==> config.mk <==
export PLATFORM = sky130hd
export DESIGN_NAME = fetch_unit
export DESIGN_NICKNAME = d
export VERILOG_FILES = /design/src/rtl/fetch_unit.sv
export SDC_FILE = /design/constraint.sdc
export NUM_CORES = 1
export LEC_CHECK = 0
export BUFFER_PORTS_ARGS = -buffer_cell sky130_fd_sc_hd__buf_2
export CAP_MARGIN = 20
export CORE_MARGIN = 10
export CORE_UTILIZATION = 45
export DETAILED_ROUTE_END_ITERATION = 7
export GPL_TIMING_DRIVEN = 0
export HOLD_SLACK_MARGIN = 0.03
export PLACE_DENSITY = 0.71
export SLEW_MARGIN = 40
export SYNTH_ARGS = -nofsm -noshare
export SYNTH_HDL_FRONTEND = slang
export SYNTH_SLANG_ARGS = --single-unit
export TNS_END_PERCENT = 20
==> constraint.sdc <==
create_clock -name clk -period 2.9 [get_ports clk]
set_clock_uncertainty 0.05 [all_clocks]
set_input_delay 0.29 -clock clk [delete_from_list [all_inputs] [get_ports clk]]
set_output_delay 0.29 -clock clk [all_outputs]
set_load 0.05 [all_outputs]
==> src/rtl/fetch_unit.sv <==
// Y86-64 SEQ instruction fetch: byte-serial imem reads, field split, valP/stat.
// Optional FETCH_INSTR_CHECK_EN flags bad icode/ifun as INS after the opcode byte.
module fetch_unit (
  input  logic        clk,
  input  logic        rst_n,
  input  logic        pc_load,
  input  logic [63:0] pc_in,
  output logic        imem_req,
  output logic [63:0] imem_addr,
  input  logic        imem_ack,
  input  logic [7:0]  imem_rdata,
  input  logic        imem_err,
  output logic        f_valid,
  input  logic        f_ready,
  output logic [3:0]  icode,
  output logic [3:0]  ifun,
  output logic [3:0]  rA,
  output logic [3:0]  rB,
  output logic [63:0] valC,
  output logic [63:0] valP,
  output logic [63:0] pc,
  output logic [2:0]  stat
);

  typedef enum logic [2:0] {FETCH0, REGS, CONST, DONE, WAIT_PC, HALTED} state_t;

  localparam logic [2:0] STAT_AOK = 3'd1;
  localparam logic [2:0] STAT_HLT = 3'd2;
  localparam logic [2:0] STAT_ADR = 3'd3;
  localparam logic [2:0] STAT_INS = 3'd4;

  state_t      state_q, state_d;
  logic [3:0]  idx_q, idx_d;
  logic [3:0]  cnt_q, cnt_d;
  logic        req_q, req_d;
  logic [3:0]  icode_q, icode_d, ifun_q, ifun_d, ra_q, ra_d, rb_q, rb_d;
  logic [63:0] valc_q, valc_d, valp_q, valp_d, pc_q, pc_d;
  logic [2:0]  stat_q, stat_d;
  logic        ack_ok;
  logic        bad;
  logic [3:0]  op_len;

  function automatic logic [3:0] len_of(input logic [3:0] ic);
    case (ic)
      4'h2, 4'h6, 4'hA, 4'hB: len_of = 4'd2;
      4'h7, 4'h8:             len_of = 4'd9;
      4'h3, 4'h4, 4'h5:       len_of = 4'd10;
      default:                len_of = 4'd1;
    endcase
  endfunction

`ifdef FETCH_INSTR_CHECK_EN
  function automatic logic instr_bad(input logic [3:0] ic, input logic [3:0] fn);
    case (ic)
      4'h2, 4'h7: instr_bad = (fn > 4'd6);
      4'h6:       instr_bad = (fn > 4'd3);
      4'hC, 4'hD, 4'hE, 4'hF: instr_bad = 1'b1;
      default:    instr_bad = (fn != 4'd0);
    endcase
  endfunction
  assign bad = instr_bad(imem_rdata[7:4], imem_rdata[3:0]);
`else
  assign bad = 1'b0;
`endif

  assign ack_ok    = req_q && imem_ack;
  assign op_len    = len_of(imem_rdata[7:4]);
  assign imem_req  = req_q;
  assign imem_addr = pc_q + {60'd0, idx_q};
  assign f_valid   = (state_q == DONE);
  assign icode     = icode_q;
  assign ifun      = ifun_q;
  assign rA        = ra_q;
  assign rB        = rb_q;
  assign valC      = valc_q;
  assign valP      = valp_q;
  assign pc        = pc_q;
  assign stat      = stat_q;

  always_comb begin
    state_d = state_q;
    idx_d   = idx_q;
    cnt_d   = cnt_q;
    req_d   = req_q;
    icode_d = icode_q;
    ifun_d  = ifun_q;
    ra_d    = ra_q;
    rb_d    = rb_q;
    valc_d  = valc_q;
    valp_d  = valp_q;
    pc_d    = pc_q;
    stat_d  = stat_q;

    // An address fault on any byte ends the fetch; valP counts only bytes read.
    if (ack_ok && imem_err &&
        (state_q == FETCH0 || state_q == REGS || state_q == CONST)) begin
      stat_d  = STAT_ADR;
      valp_d  = pc_q + {60'd0, idx_q};
      req_d   = 1'b0;
      state_d = DONE;
    end else begin
      case (state_q)
        FETCH0: begin
          if (!req_q) begin
            req_d = 1'b1;
          end else if (ack_ok) begin
            icode_d = imem_rdata[7:4];
            ifun_d  = imem_rdata[3:0];
            ra_d    = 4'hF;
            rb_d    = 4'hF;
            valc_d  = '0;
            idx_d   = idx_q + 4'd1;
            if (bad) begin
              stat_d  = STAT_INS;
              valp_d  = pc_q + 64'd1;
              req_d   = 1'b0;
              state_d = DONE;
            end else begin
              stat_d = (imem_rdata[7:4] == 4'h0) ? STAT_HLT : STAT_AOK;
              valp_d = pc_q + {60'd0, op_len};
              if (op_len == 4'd1) begin
                req_d   = 1'b0;
                state_d = DONE;
              end else if (imem_rdata[7:4] == 4'h7 || imem_rdata[7:4] == 4'h8) begin
                cnt_d   = '0;
                state_d = CONST;
              end else begin
                state_d = REGS;
              end
            end
          end
        end
        REGS: begin
          if (ack_ok) begin
            ra_d  = imem_rdata[7:4];
            rb_d  = imem_rdata[3:0];
            idx_d = idx_q + 4'd1;
            if (icode_q == 4'h3 || icode_q == 4'h4 || icode_q == 4'h5) begin
              cnt_d   = '0;
              state_d = CONST;
            end else begin
              req_d   = 1'b0;
              state_d = DONE;
            end
          end
        end
        CONST: begin
          if (ack_ok) begin
            valc_d[{cnt_q[2:0], 3'b000} +: 8] = imem_rdata;
            cnt_d = cnt_q + 4'd1;
            idx_d = idx_q + 4'd1;
            if (cnt_q == 4'd7) begin
              req_d   = 1'b0;
              state_d = DONE;
            end
          end
        end
        DONE: begin
          if (f_ready) begin
            if (stat_q != STAT_AOK) begin
              state_d = HALTED;
            end else if (pc_load) begin
              pc_d    = pc_in;
              idx_d   = '0;
              req_d   = 1'b1;
              state_d = FETCH0;
            end else begin
              state_d = WAIT_PC;
            end
          end
        end
        WAIT_PC: begin
          if (pc_load) begin
            pc_d    = pc_in;
            idx_d   = '0;
            req_d   = 1'b1;
            state_d = FETCH0;
          end
        end
        HALTED: begin
          req_d = 1'b0;
        end
        default: begin
          state_d = FETCH0;
        end
      endcase
    end
  end

  always_ff @(posedge clk or negedge rst_n) begin
    if (!rst_n) begin
      state_q <= FETCH0;
      idx_q   <= '0;
      cnt_q   <= '0;
      req_q   <= 1'b0;
      icode_q <= '0;
      ifun_q  <= '0;
      ra_q    <= 4'hF;
      rb_q    <= 4'hF;
      valc_q  <= '0;
      valp_q  <= '0;
      pc_q    <= '0;
      stat_q  <= STAT_AOK;
    end else begin
      state_q <= state_d;
      idx_q   <= idx_d;
      cnt_q   <= cnt_d;
      req_q   <= req_d;
      icode_q <= icode_d;
      ifun_q  <= ifun_d;
      ra_q    <= ra_d;
      rb_q    <= rb_d;
      valc_q  <= valc_d;
      valp_q  <= valp_d;
      pc_q    <= pc_d;
      stat_q  <= stat_d;
    end
  end

endmodule
==> metrics.md <==
| Metric | Value |
|---|---|
| Worst-margin pin slew | `0.823 ns` |
| Number of synthesized flops with an enable pin | `0` |
| Fin nets | `1902` |
| CP Launch Type | `register` |
| Total of max-cap violations | `0` |
| Crit path required time | `2.56 ns` |
| Post-synth top area cell | `dfrtp_1` |
| Outcome | `finished with violations` |
| Synth Net Count | `1349` |
| Failing checks | `negative setup slack` |
| Antenna Cells | `0` |
| Final ANT Viol Nets | `0` |
| Area grow syn2layout | `53.4%` |
| Worst VDD drop | `373 uV` |
| Die area | `34400 sq um` |
| Flop2flop setup slack | `-0.11 ns` |
| Crit-path slowest cell | `a2111oi_4` |
| Worst Reg-to-Reg Cells | `6` |
| Pwr Density | `406 nW/um^2` |
| Pre-Repair DR Iteration Count | `8` |
| Synth top cells by count | `213 x dfrtp_1, 134 x nand2_1, 111 x nor2_1` |
| Synthesized instance count | `1255` |
| Std-Cell Rows | `60` |
| TritonCTS Buffers | `25` |
| Cells taking the most area after synthesis | `dfrtp_1 43%, mux2_2 6.0%, a22o_1 4.7%, nand2_1 4.1%, xor2_1 3.6%` |
| Max stage delay on crit path | `0.48 ns` |
| Met3 Wirelength | `6.38 mm` |
| FF+latch count, synth | `222` |
| Total global-route track usage | `31.3%` |
| HP Class | `input port to register` |
| Reg2reg start | `state_q[0]` |
| Clock transition at path regs | `0.06 ns` |
| Final cycle utilization of the critical path | `113%` |
| TritonCTS Sinks | `222` |
| Post-synthesis sequential area ratio | `45.1%` |
| H-tree level count | `1` |
| Slew headroom | `45.2%` |
| Final hold viol count | `0` |
| Hold Crit Depth | `3` |
| Final setup fails | `62` |
| Critical Path AT | `2.93 ns` |
| Port bufs | `346` |
| Buffers and inverters on the worst path | `4` |
| CP top delay family | `buffers and inverters` |
| DP HPWL | `38.9 mm` |
| Share of cells above drive strength 1 | `47.3%` |
| Final Critical Period | `3.27 ns` |
| Routed WL | `56.5 mm` |
| Largest net degree at the start of global routing | `69` |
| Met1 WL | `19.8 mm` |
| Most frequent cell after synthesis | `dfrtp_1` |
| First-pass GRT wire length | `82.1 mm` |
| DRC viols | `0` |
| Worst hold start | `imem_rdata[4]` |
| I/O pins | `355` |
| Max layer used | `met4` |
| Skew-Pair Late Insertion Delay | `0.56 ns` |
| CP Cell Sequence | `ha_4, fa_2, nand3_4, a2111oi_4, and2_1, clkbuf_8, buf_4, buf_6, nand2_4, xnor2_4, buf_6` |
| Crit path max fanout | `7` |
| Leak | `9.30 nW` |
| Met2 Wirelength | `26.6 mm` |
| Critical path class | `register to output port` |
| Crit Reg-Reg Endpoint | `valP[31]` |
| Unrepaired setup endpoints after global routing | `yes` |
| Die width | `186 um` |
| Avg Cell Area, Syn | `9.83 sq um` |
| Final non-filler cell total | `2167` |
| Post-layout util | `70.2%` |
| Via count | `13300` |
| Final WS setup | `-0.374 ns` |
| Number of global-route vias before repair | `13200` |
| Slew Limit Fails | `0` |
| Mapped Area | `12300 sq um` |
| Grt ovf | `0` |
| Die H | `186 um` |
| Starting Density | `45.8%` |
| WL/cell | `26.1 um` |
| Clock Tree Root | `clkbuf_16` |
| Final TNS setup | `-10.10 ns` |
| Max Clock Freq | `305 MHz` |
| Initial DRC Count | `1545` |
| Post-synth top area share | `43.2%` |
| Core area | `27000 sq um` |
| Clock Path Buffers | `3` |
| Initial antenna violation count | `0` |
| Hold endpoint | `stat[0]` |
| CTS tree | `built` |
| Post-synth top flop | `dfrtp_1` |
| Worst hold margin | `0.0665 ns` |
| FFs w/ async S/R, synth | `100%` |
| Ys Warns | `0` |
| Post-synthesis cell type count | `81` |
| Vias per inst | `6.13` |
| Placed cells | `1946` |
| Crit path capture type | `output port` |
| GPL Wtd Cong | `0.994` |
| Most frequent CP cell | `buf_6` |
==> report_power, final <==
group | switching (mW) | total, mW | leakage (nW) | internal (mW)
sequential | 0.101 | 3.25 | 2.91 | 3.15
clock | 1.37 | 3.30 | 0.404 | 1.93
combinational | 0.715 | 1.13 | 5.99 | 0.411
total | 2.19 | 7.68 | 9.30 | 5.49
==> worst reg2reg max path: stages (launching register included) <==
cell and delay [ns]:
dfrtp_1 0.35, buf_2 0.24, nor2_1 0.15, o21ai_1 0.56
clkbuf_1 0.64, clkbuf_1 0.64, o21ai_0 0.22
==> worst max path at each step <==
stage	start	end	cells past startpoint
5_1_grt	idx_q[0]	imem_addr[32]	9
2_1_floorplan	pc[24]	valP[53]	7
6_report	idx_q[0]	imem_addr[40]	11
4_1_cts	idx_q[0]	imem_addr[32]	9
3_3_place_gp	rst_n	pc[47]	1
3_5_place_dp	imem_rdata[5]	valP[52]	13
==> area by class of cell <==
cell class              instances  area (sq um)
repair buffers                544          3900
multi-input cells             915          7540
plain buffers                  74           480
inverters                      26          97.6
clock buffers                  34           679
clock inverters                11           161
flip-flops and latches        222          5630
well taps                     341           427
fillers                      1979          8040
==> state kept, by name, indices dropped and copies added (netlist names) <==
register	cells
ifun	4
stat	2
pc	64
valP	64
rB	4
imem_req	1
rA	4
cnt_q	4
icode	4
idx_q	4
valC	64
state_q	3
==> cells in the final DEF (no fill, tap or decap), drive strengths merged, types with 7 or more instances in the layout <==
master         n
nor3          32
dlygate4sd3   66
o221a         18
nand2b        15
buf          508
nor2         111
a221o          9
o21ai         33
mux2          66
clkbuf        78
or3            7
nor4          22
xor2          50
and3          15
a31oi          7
o22ai         11
or4            7
mux2i          9
dfrtp        213
dfstp          9
ha            14
xnor2         48
a22oi         10
nand4         48
nand3         39
a211oi         9
inv           28
nand2        134
a21oi         35
and4           9
a22o          66
and2          10
==> kinds of logic (layout without fill, tap and decap cells) <==
kind of cell | count (synthesis) | after routing | share of synthesized area (%)
flops | 222 | 222 | 45.1
mux | 75 | 75 | 6.76
simple gates | 473 | 473 | 19.6
xor+xnor | 98 | 98 | 7.02
compound gates | 252 | 252 | 15.7
fa+ha+maj | 16 | 16 | 1.75
other cells | 1 | 1 | 0.0304
buf+inv | 118 | 689 | 4.03
==> per-stage QoR <==
stage | power (mW) | setup WS [ns] | instance area (sq um)
floorplan | 3.85 | -0.233 | 12800
global placement | 4.16 | -2.90 | 14900
detailed placement | 4.19 | -0.812 | 15000
CTS | 7.65 | -0.355 | 18200
global route | 7.88 | -0.480 | 18900
finish | 7.68 | -0.374 | 18900
==> routing by layer <==
metal  GRT usage [%]  vias up
met3            8.13      255
met5               0        -
met2            51.7      912
met4            15.9        0
met1            36.9     6465
li1                -     5662
==> what timing repair did <==
action | 4_1_cts | 5_1_grt
hold buffers | 66 | 0
setup endpoints to repair | 134 | 175
endpoints found under the hold margin | 213 | 0
gates resized for setup | 272 | 93
setup buffers | 79 | 50
pin swaps | 54 | 55
(Power assumes the default switching activity.)
